==> src/rtl/irq_controller_if.sv <==
// irq_controller_if
// Avalon-MM slave bus bundle for the interrupt controller register file.
//   avl_address     : word address of the register (0..7)
//   avl_read        : read request, held by the master until waitrequest drops
//   avl_write       : write request
//   avl_writedata   : write data
//   avl_readdata    : read data, valid when avl_read && !avl_waitrequest
//   avl_waitrequest : stalls the current read for one cycle
// The master modport is used by the bus owner, the slave modport by the controller.
interface irq_controller_if;
    logic [2:0]  avl_address;
    logic        avl_read;
    logic        avl_write;
    logic [31:0] avl_writedata;
    logic [31:0] avl_readdata;
    logic        avl_waitrequest;

    modport master (
        output avl_address,
        output avl_read,
        output avl_write,
        output avl_writedata,
        input  avl_readdata,
        input  avl_waitrequest
    );

    modport slave (
        input  avl_address,
        input  avl_read,
        input  avl_write,
        input  avl_writedata,
        output avl_readdata,
        output avl_waitrequest
    );
endinterface

==> src/rtl/irq_controller.sv <==
// irq_controller
// Aggregates N_SRC interrupt lines into one registered irq for the core.
// Sources are latched (edge or level), masked by ENABLE, and retired through
// CLAIM / COMPLETE registers; source 0 has the highest priority.
// Ports:
//   clk   : single clock
//   rst_n : asynchronous active-low reset
//   src   : raw interrupt lines, synchronous to clk, active-high
//   bus   : Avalon-MM slave (see irq_controller_if)
//   irq   : registered interrupt request to the core
// Register map (word address): 0 STATUS, 1 PENDING (W1C on edge bits),
// 2 ENABLE, 3 TRIGGER (1 = edge), 4 CLAIM, 5 COMPLETE, 6/7 reserved.
module irq_controller #(
    parameter int N_SRC = 16
) (
    input  logic             clk,
    input  logic             rst_n,
    input  logic [N_SRC-1:0] src,
    irq_controller_if.slave  bus,
    output logic             irq
);

    localparam logic [0:0] ST_IDLE      = 1'b0;
    localparam logic [0:0] ST_READ_DONE = 1'b1;

    localparam logic [2:0] A_STATUS   = 3'd0;
    localparam logic [2:0] A_PENDING  = 3'd1;
    localparam logic [2:0] A_ENABLE   = 3'd2;
    localparam logic [2:0] A_TRIGGER  = 3'd3;
    localparam logic [2:0] A_CLAIM    = 3'd4;
    localparam logic [2:0] A_COMPLETE = 3'd5;

    logic [0:0]       state_q, state_d;
    logic [2:0]       addr_q, addr_d;
    logic [N_SRC-1:0] pending_q, pending_d;
    logic [N_SRC-1:0] enable_q, enable_d;
    logic [N_SRC-1:0] trigger_q, trigger_d;
    logic [N_SRC-1:0] in_service_q, in_service_d;
    logic [N_SRC-1:0] src_q, src_d;
    logic             irq_q, irq_d;

    logic [N_SRC-1:0] status_s;
    logic [N_SRC-1:0] wdata_s;
    logic [N_SRC-1:0] claim_mask_s;
    logic [N_SRC-1:0] complete_mask_s;
    logic [N_SRC-1:0] w1c_mask_s;
    logic [N_SRC-1:0] edge_next_s;
    logic [31:0]      claim_id_s;
    logic             read_done_s;
    logic             write_en_s;
    logic [31:0]      readdata_s;

    // Returns index+1 of the lowest set bit (highest priority), 0 when empty.
    function automatic logic [31:0] lowest_id(input logic [N_SRC-1:0] v);
        logic [31:0] id;
        id = 32'd0;
        for (int i = N_SRC - 1; i >= 0; i--) begin
            if (v[i]) begin
                id = 32'(i + 1);
            end else begin
                id = id;
            end
        end
        return id;
    endfunction

    // Decode of bus activity and the per-source clear/set masks.
    always_comb begin
        status_s        = pending_q & enable_q & ~in_service_q;
        wdata_s         = bus.avl_writedata[N_SRC-1:0];
        read_done_s     = (state_q == ST_READ_DONE);
        // A read request in the same cycle takes the bus; the write waits.
        write_en_s      = (state_q == ST_IDLE) && bus.avl_write && !bus.avl_read;
        claim_id_s      = lowest_id(status_s);
        claim_mask_s    = {N_SRC{1'b0}};
        complete_mask_s = {N_SRC{1'b0}};
        for (int i = 0; i < N_SRC; i++) begin
            // Claim side effects commit while the CLAIM data is on the bus.
            claim_mask_s[i]    = read_done_s && (addr_q == A_CLAIM) &&
                                 (claim_id_s == 32'(i + 1));
            complete_mask_s[i] = write_en_s && (bus.avl_address == A_COMPLETE) &&
                                 (bus.avl_writedata == 32'(i + 1));
        end
        if (write_en_s && (bus.avl_address == A_PENDING)) begin
            w1c_mask_s = wdata_s;
        end else begin
            w1c_mask_s = {N_SRC{1'b0}};
        end
        // A fresh rising edge wins over a clear in the same cycle.
        edge_next_s = (pending_q & ~(w1c_mask_s | claim_mask_s)) | (src & ~src_q);
    end

    // Next-state logic for the source state vectors and irq.
    always_comb begin
        pending_d    = (trigger_q & edge_next_s) | (~trigger_q & src);
        src_d        = src;
        in_service_d = (in_service_q | claim_mask_s) & ~complete_mask_s;
        irq_d        = |status_s;
        if (write_en_s && (bus.avl_address == A_ENABLE)) begin
            enable_d = wdata_s;
        end else begin
            enable_d = enable_q;
        end
        if (write_en_s && (bus.avl_address == A_TRIGGER)) begin
            trigger_d = wdata_s;
        end else begin
            trigger_d = trigger_q;
        end
    end

    // Read FSM: one stall cycle, then data in READ_DONE.
    always_comb begin
        state_d = state_q;
        addr_d  = addr_q;
        case (state_q)
            ST_IDLE: begin
                if (bus.avl_read) begin
                    state_d = ST_READ_DONE;
                    addr_d  = bus.avl_address;
                end else begin
                    state_d = ST_IDLE;
                end
            end
            ST_READ_DONE: begin
                state_d = ST_IDLE;
            end
            default: begin
                state_d = ST_IDLE;
            end
        endcase
    end

    // Read data mux, driven only in the READ_DONE cycle.
    always_comb begin
        readdata_s = 32'd0;
        if (read_done_s) begin
            case (addr_q)
                A_STATUS:  readdata_s = 32'(status_s);
                A_PENDING: readdata_s = 32'(pending_q);
                A_ENABLE:  readdata_s = 32'(enable_q);
                A_TRIGGER: readdata_s = 32'(trigger_q);
                A_CLAIM:   readdata_s = claim_id_s;
                default:   readdata_s = 32'd0;
            endcase
        end else begin
            readdata_s = 32'd0;
        end
    end

    // State registers; reset mid-read drops the read with no side effects.
    always_ff @(posedge clk or negedge rst_n) begin
        if (!rst_n) begin
            state_q      <= ST_IDLE;
            addr_q       <= 3'd0;
            pending_q    <= {N_SRC{1'b0}};
            enable_q     <= {N_SRC{1'b0}};
            trigger_q    <= {N_SRC{1'b0}};
            in_service_q <= {N_SRC{1'b0}};
            src_q        <= {N_SRC{1'b0}};
            irq_q        <= 1'b0;
        end else begin
            state_q      <= state_d;
            addr_q       <= addr_d;
            pending_q    <= pending_d;
            enable_q     <= enable_d;
            trigger_q    <= trigger_d;
            in_service_q <= in_service_d;
            src_q        <= src_d;
            irq_q        <= irq_d;
        end
    end

    assign bus.avl_readdata    = readdata_s;
    assign bus.avl_waitrequest = (state_q == ST_IDLE) && bus.avl_read;
    assign irq                 = irq_q;

endmodule

==> src/flat_wrapper.sv <==
// flat-port wrapper written by rule: the top's interface ports become plain ports
module irq_controller_flat 
#(
    parameter int N_SRC = 16
)
  (clk, rst_n, src, irq, bus_avl_address, bus_avl_read, bus_avl_write, bus_avl_writedata, bus_avl_readdata, bus_avl_waitrequest);
  irq_controller_if bus_i ();
  input  logic clk;
  input  logic rst_n;
  input  logic [N_SRC-1:0] src;
  output logic irq;
  input wire logic [$bits(bus_i.avl_address)-1:0] bus_avl_address;
  input wire logic [$bits(bus_i.avl_read)-1:0] bus_avl_read;
  input wire logic [$bits(bus_i.avl_write)-1:0] bus_avl_write;
  input wire logic [$bits(bus_i.avl_writedata)-1:0] bus_avl_writedata;
  output wire logic [$bits(bus_i.avl_readdata)-1:0] bus_avl_readdata;
  output wire logic [$bits(bus_i.avl_waitrequest)-1:0] bus_avl_waitrequest;
  assign bus_i.avl_address = bus_avl_address;
  assign bus_i.avl_read = bus_avl_read;
  assign bus_i.avl_write = bus_avl_write;
  assign bus_i.avl_writedata = bus_avl_writedata;
  assign bus_avl_readdata = bus_i.avl_readdata;
  assign bus_avl_waitrequest = bus_i.avl_waitrequest;
  irq_controller #(.N_SRC(N_SRC)) u_core (.clk(clk), .rst_n(rst_n), .src(src), .bus(bus_i), .irq(irq));
endmodule
==> config.mk <==
export PLATFORM = sky130hd
export DESIGN_NAME = irq_controller_flat
export DESIGN_NICKNAME = d
export VERILOG_FILES = /design/src/rtl/irq_controller_if.sv /design/src/rtl/irq_controller.sv /design/src/flat_wrapper.sv
export SDC_FILE = /design/constraint.sdc
export NUM_CORES = 1
export LEC_CHECK = 0
export CORE_AREA = 4 4 95 115
export CTS_CLUSTER_DIAMETER = 200
export DETAILED_ROUTE_END_ITERATION = 8
export DIE_AREA = 0 0 99 119
export PLACE_DENSITY = 0.74
export SYNTH_ARGS = -nofsm -noshare
export SYNTH_HDL_FRONTEND = slang
export SYNTH_SLANG_ARGS = --single-unit
==> constraint.sdc <==
create_clock -name clk -period 2.1 [get_ports clk]
set_clock_uncertainty 0.05 [all_clocks]
set_input_delay 0.21 -clock clk [delete_from_list [all_inputs] [get_ports clk]]
set_output_delay 0.21 -clock clk [all_outputs]
set_load 0.02 [all_outputs]
==> results of run 1 <==
through the flow:
stage | area (um^2) | std cells | power (uW) | util (%) | hold slack (ns)
CTS | 6820 | 774 | 5930 | 69.2 | 0.273
detailed placement | 6250 | 745 | 4100 | 63.4 | 0.102
finish | 7200 | 788 | 6350 | 73.0 | 0.275
global route | 7200 | 788 | 6610 | 73.0 | 0.276
global placement | 6250 | 745 | 4020 | 63.4 | 0.0955
floorplan | 4620 | 461 | 3070 | - | -0.136
worst max-delay path, stage by stage (launching register included):
cell and delay (ns):
dfrtp_1 0.38, and3b_2 0.26, or4b_4 0.52, buf_6 0.14, or2b_1 0.16, nand2_1 0.05, nand2_1 0.08, a31oi_2 0.10
buf_4 0.17
metal layers:
layer  track usage (%)  up-vias  part of all wire [%]
li1                  -     2071                     -
met1              33.5     2395                    36
met2              46.9      268                    52
met3              3.98       89                   6.6
met4              16.6        0                   5.6
met5                 0        -                     0
report_power, final:
part           switching [uW]  internal (uW)  total, uW
Clock                     702            926       1630
Sequential                217           1910       2130
Combinational            1220           1370       2600
Total                    2140           4210       6350
what timing repair did:
item                                    4_1_cts  5_1_grt
resized for setup                           129       59
endpoints found under the setup margin       54       62
buffers inserted                             12       17
hold endpoints to repair                     26        0
pin swaps                                    15       30
hold buffers                                  1        0
area by class of cell:
cell class,count,area share (%)
Multi-Input combinational cell,341,36.2
Sequential cell,85,29.6
Timing Repair Buffer,217,27.7
Clock buffer,9,3.13
Tap cell,126,2.19
Clock inverter,7,1.06
Inverter,3,0.156
cell usage after synthesis, drive strengths merged, types with 2 or more instances:
master,count,area share (%)
nand3,18,2.0
and3b,12,2.4
nand2b,8,1.1
nand2,55,4.6
or3b,3,0.58
a222oi,7,1.5
nor4,8,1.4
o211ai,4,0.66
nor2,29,2.4
nand4,5,0.69
a31oi,9,1.2
inv,3,0.25
mux2,34,8.5
a311o,2,0.44
a2bb2oi,5,1.1
nand3b,12,2.0
o22a,2,0.39
o21ai,17,2.0
nor3,4,0.44
and3,9,1.3
buf,21,3.3
nor3b,4,0.66
o22ai,3,0.41
a22oi,15,2.5
a22o,6,1.2
clkbuf,11,0.94
o31a,2,0.39
a21oi,23,2.6
dfrtp,85,47
nor4b,4,1.2
nor2b,3,0.41
or2,3,0.41
cell families after synthesis:
family / share of synthesized area [%]
simple gates: 23.1
mux: 8.46
compound gates: 16.9
other cells: 0.0829
buf+inv: 4.45
flops: 47.0
final timing paths:
check / endpoint / cells after the start / slack (ns)
setup reg to reg: u_core.pending_q[1]$_DFF_PN0_ / 7 / -0.27
min in group clk: u_core.src_q[7]$_DFF_PN0_ / 1 / 0.28
hold reg to reg: u_core.in_service_q[15]$_DFF_PN0_ / 2 / 0.47
max in group asynchronous: u_core.pending_q[9]$_DFF_PN0_ / 3 / 1.09
hold / removal: u_core.trigger_q[15]$_DFFE_PN0P_ / 2 / 0.28
setup / recovery: bus_avl_readdata[2] / 8 / -0.38
sequential cells by signal, indices dropped and copies added (netlist names):
name and flops:
u_core.in_service_q 16, u_core.trigger_q 16, u_core.read_done_s 1, u_core.enable_q 16, u_core.src_q 16, u_core.addr_q 3
u_core.irq 1, u_core.pending_q 16
==> reports/qor.txt, run 1 <==
FF+latch area -> 2130 um^2
DR iter-0 viols -> 390
# DRC -> 0
CTS root buf -> clkbuf_16
Highest Clock Rate -> 0.403 GHz
Commonest non-fill, non-tap cells in the layout -> buf_4, dfrtp_1, clkdlybuf4s50_1
Proportion of layout cells with a drive suffix above 1 -> 44.6%
Io pins -> 89
Fin crit share -> 118%
Final Hold Vio Count -> 0
Multi-input gate area -> 2610 um^2
Post-synth EDFFs -> 0
Overflow after GRT -> 0
CP Class -> register to output pin
Die area -> 11800 um^2
Clock Pin Slew Worst Setup and Hold Paths -> 0.07 ns
RSZ-0062 raised after global routing -> yes
Flop and latch count out of synthesis -> 85
Post-route setup TNS -> -4.95 ns
CP Launch Type -> register
Num CTS Buffers -> 9
Initial core utilization -> 45.9%
Final nets -> 712
Fill cell count -> 644
Detail Route Antenna Nets -> 0
Area grow syn2layout -> 59.2%
Cell Area, Synth -> 4520 um^2
First-pass GRT wire length -> 25700 um
Worst-Skew Late Latency -> 0.35 ns
Peak supply drop -> 0.519 mV
YS warnings -> 0
Die height -> 119 um
Drt total wl -> 17300 um
1st-pass router iterations -> 6
Vias -> 4823
Post-Synthesis Cells -> 446
Min Tclk post-route -> 2.48 ns
Critical path arrival -> 2.22 ns
Seq/Total Area, Yosys -> 47.0%
Worst-Margin Slew -> 0.515 ns
Setup crit end kind -> output pin
TritonCTS clock tree -> built
Max transition margin -> 65.2%
Placement Setup Slack -> -0.467 ns
Port Buffers -> 72
Critical Path RT -> 1.84 ns
Leakage power -> 0.00313 uW
Failing checks -> setup timing
CTS Buffer Depth -> 2
P per Cell Area -> 882 nW/um^2
Mapped Avg Cell Area -> 10.1 um^2
Vias/cell -> 6.12
Worst hold path type -> input port to asynchronous set/reset pin
Status -> complete, but fails checks
# diodes -> 0
Async S/R FF share, synth -> 100%
Hpwl dp -> 11200 um
Commonest non-fill, non-tap cell in the layout -> buf_4
Die extent in x -> 99 um
Final setup viols -> 30
Library cells used by synthesis -> 64
Placer Congestion -> 1.00
FP Rows -> 40
Top_reg_cell synth -> dfrtp_1
Core area -> 9860 um^2
Largest net degree at the start of global routing -> 60
Final setup margin -> -0.382 ns
Max-cap violation count -> 0
DR WL/cell -> 22.0 um
H-tree Lvls -> 3
Crit path max fanout -> 3
Critical path origin -> u_core.in_service_q[13]$_DFF_PN0_
Pins over their slew limit -> 0
# clock sinks -> 85
Number of global-route vias before repair -> 4877
Gr usage total -> 27.9%
Antenna violations before repair -> 0
Critical register-to-register path startpoint -> u_core.in_service_q[13]$_DFF_PN0_
(Power assumes the default switching activity.)
==> inputs of run 2 (changes only) <==
- CORE_AREA: 4 4 95 115 -> 4 4 87 105
- DIE_AREA: 0 0 99 119 -> 0 0 91 109
- DONT_BUFFER_PORTS: unset -> 1
- PLACE_DENSITY: 0.74 -> 0.73
==> reports/qor.txt, run 2 (synthesis results as in run 1) <==
Largest net degree at the start of global routing -> 86
Area grow syn2layout -> 40.1%
Final instance area -> 6340 um^2
Commonest non-fill, non-tap cell in the layout -> buf_4
Critical path arrival -> 2.18 ns
Final setup viols -> 22
Placement Setup Slack -> -0.0645 ns
Drt total wl -> 15400 um
Worst-Skew Late Latency -> 0.37 ns
# clock sinks -> 85
Setup crit end kind -> output pin
Antenna violations before repair -> 0
Slowest-stage cell, CP -> or4b_4
Fin crit share -> 116%
Total power -> 5650 uW
Worst hold path type -> input port to asynchronous set/reset pin
Fill cell count -> 525
CTS Buffer Depth -> 2
Status -> complete, but fails checks
Detail Route Antenna Nets -> 0
Gr usage total -> 28.7%
Worst-Margin Slew -> 0.561 ns
P per Cell Area -> 892 nW/um^2
CP Launch Type -> register
Pins over their slew limit -> 0
Met3 WL -> 976 um
CTS root buf -> clkbuf_8
Met1 WL -> 6080 um
Worst reg-to-reg path cell count -> 6
Proportion of layout cells with a drive suffix above 1 -> 40.1%
Vias/cell -> 6.41
Die height -> 109 um
Failing checks -> hold timing, setup timing
CP cell instances -> and3b_2 > or4b_4 > or2b_1 > nand2_1 > nand2_1 > a31oi_2 > buf_4
Io pins -> 89
RSZ-0062 raised after global routing -> yes
Leakage power -> 0.00271 uW
1st-pass router iterations -> 6
# DRC -> 0
Hpwl dp -> 9520 um
Critical Path RT -> 1.84 ns
Crit path max fanout -> 3
Port Buffers -> 0
Post-DP Area -> 5180 um^2
Max transition margin -> 62.6%
# diodes -> 0
Highest Signal Layer -> met4
Final setup margin -> -0.341 ns
Core area -> 8110 um^2
First-pass GRT wire length -> 21700 um
Die area -> 9920 um^2
DR iter-0 viols -> 389
Highest Clock Rate -> 0.410 GHz
Peak supply drop -> 0.506 mV
Initial core utilization -> 55.8%
Num CTS Buffers -> 9
Met2 WL post-DR -> 7690 um
Die extent in x -> 91 um
Clock Pin Slew Worst Setup and Hold Paths -> 0.09 ns
Worst path most repeated cell -> nand2_1
Commonest non-fill, non-tap cells in the layout -> buf_4, dfrtp_1, nand2_1
Placer Congestion -> 0.989
Utilization after layout -> 78.2%
H-tree Lvls -> 3
Number of global-route vias before repair -> 4089
Fin cells -> 684
# hold bufs at CTS -> 35
Final nets -> 639
Final Hold Vio Count -> 85
Hold_ws -> -0.530 ns
TritonCTS clock tree -> built
FP Rows -> 36
Vias -> 4387
Min Tclk post-route -> 2.44 ns
DR WL/cell -> 22.6 um
DP Cell Count -> 605
Reg-to-reg setup timing slack -> -0.21 ns
Overflow after GRT -> 0
Max-cap violation count -> 0
CP Class -> register to output pin
CP peak stage delay -> 0.58 ns
-- run 2: cell types whose count changed in the layout (fill, tap and decap cells not counted), sizes merged --
| cell | previous run | this run |
|---|---|---|
| dlygate4sd3 | 1 | 35 |
| clkinv | 4 | 2 |
| clkdlybuf4s50 | 55 | 0 |
| buf | 161 | 109 |
| clkinvlp | 2 | 3 |
| bufinv | 1 | 2 |
-- run 2: per-layer routing --
metal / vias to the layer above / GRT usage, %
met5: - / 0
met4: 0 / 11.6
met3: 58 / 5.04
met2: 219 / 48.9
met1: 2193 / 36.5
li1: 1917 / -
-- run 2: power by group --
group	switching [uW]	internal [uW]	total [uW]	leakage (uW)
Sequential	243	1910	2150	0.00101
Clock	624	672	1300	0.000102
Combinational	1040	1170	2210	0.00161
-- run 2: per-stage QoR --
step	hold slack (ns)	setup TNS, ns
final	-0.530	-3.46
after global routing	-0.544	-5.14
after CTS	-0.536	-2.95
after detailed placement	-0.132	-0.793
after global placement	-0.132	-0.0363
after floorplan	-0.136	-0.0150
-- run 2: worst max-delay path, delay by kind of cell, from the launching register on --
| family | cells | cell delay [ns] |
|---|---|---|
| simple gates | 5 | 1.14 |
| compound gates | 1 | 0.10 |
| flops | 1 | 0.40 |
| buf+inv | 1 | 0.17 |
-- run 2: final timing paths --
kind	to	from
max in group asynchronous	u_core.src_q[7]$_DFF_PN0_	rst_n
min	u_core.src_q[0]$_DFF_PN0_	rst_n
max	bus_avl_readdata[2]	u_core.pending_q[11]$_DFF_PN0_
min reg2reg	u_core.in_service_q[15]$_DFF_PN0_	u_core.in_service_q[15]$_DFF_PN0_
max reg2reg	u_core.pending_q[1]$_DFF_PN0_	u_core.pending_q[11]$_DFF_PN0_
min in group clk	u_core.pending_q[6]$_DFF_PN0_	bus_avl_writedata[6]
-- run 2: what timing repair did --
action,4_1_cts,5_1_grt
gates cloned,0,2
buffers inserted,16,13
setup endpoints to repair,42,57
gates resized for setup,36,61
endpoints found under the hold margin,152,85
pin swaps,24,29
-- run 2: cell type report --
cell class / instances / area, um^2 / area share [%]
Multi-Input combinational cell: 341 / 2610 / 41.2
Inverter: 3 / 11.3 / 0.178
Clock inverter: 7 / 100 / 1.58
Tap cell: 95 / 119 / 1.88
Timing Repair Buffer: 144 / 1240 / 19.6
Sequential cell: 85 / 2130 / 33.6
Clock buffer: 9 / 124 / 1.95
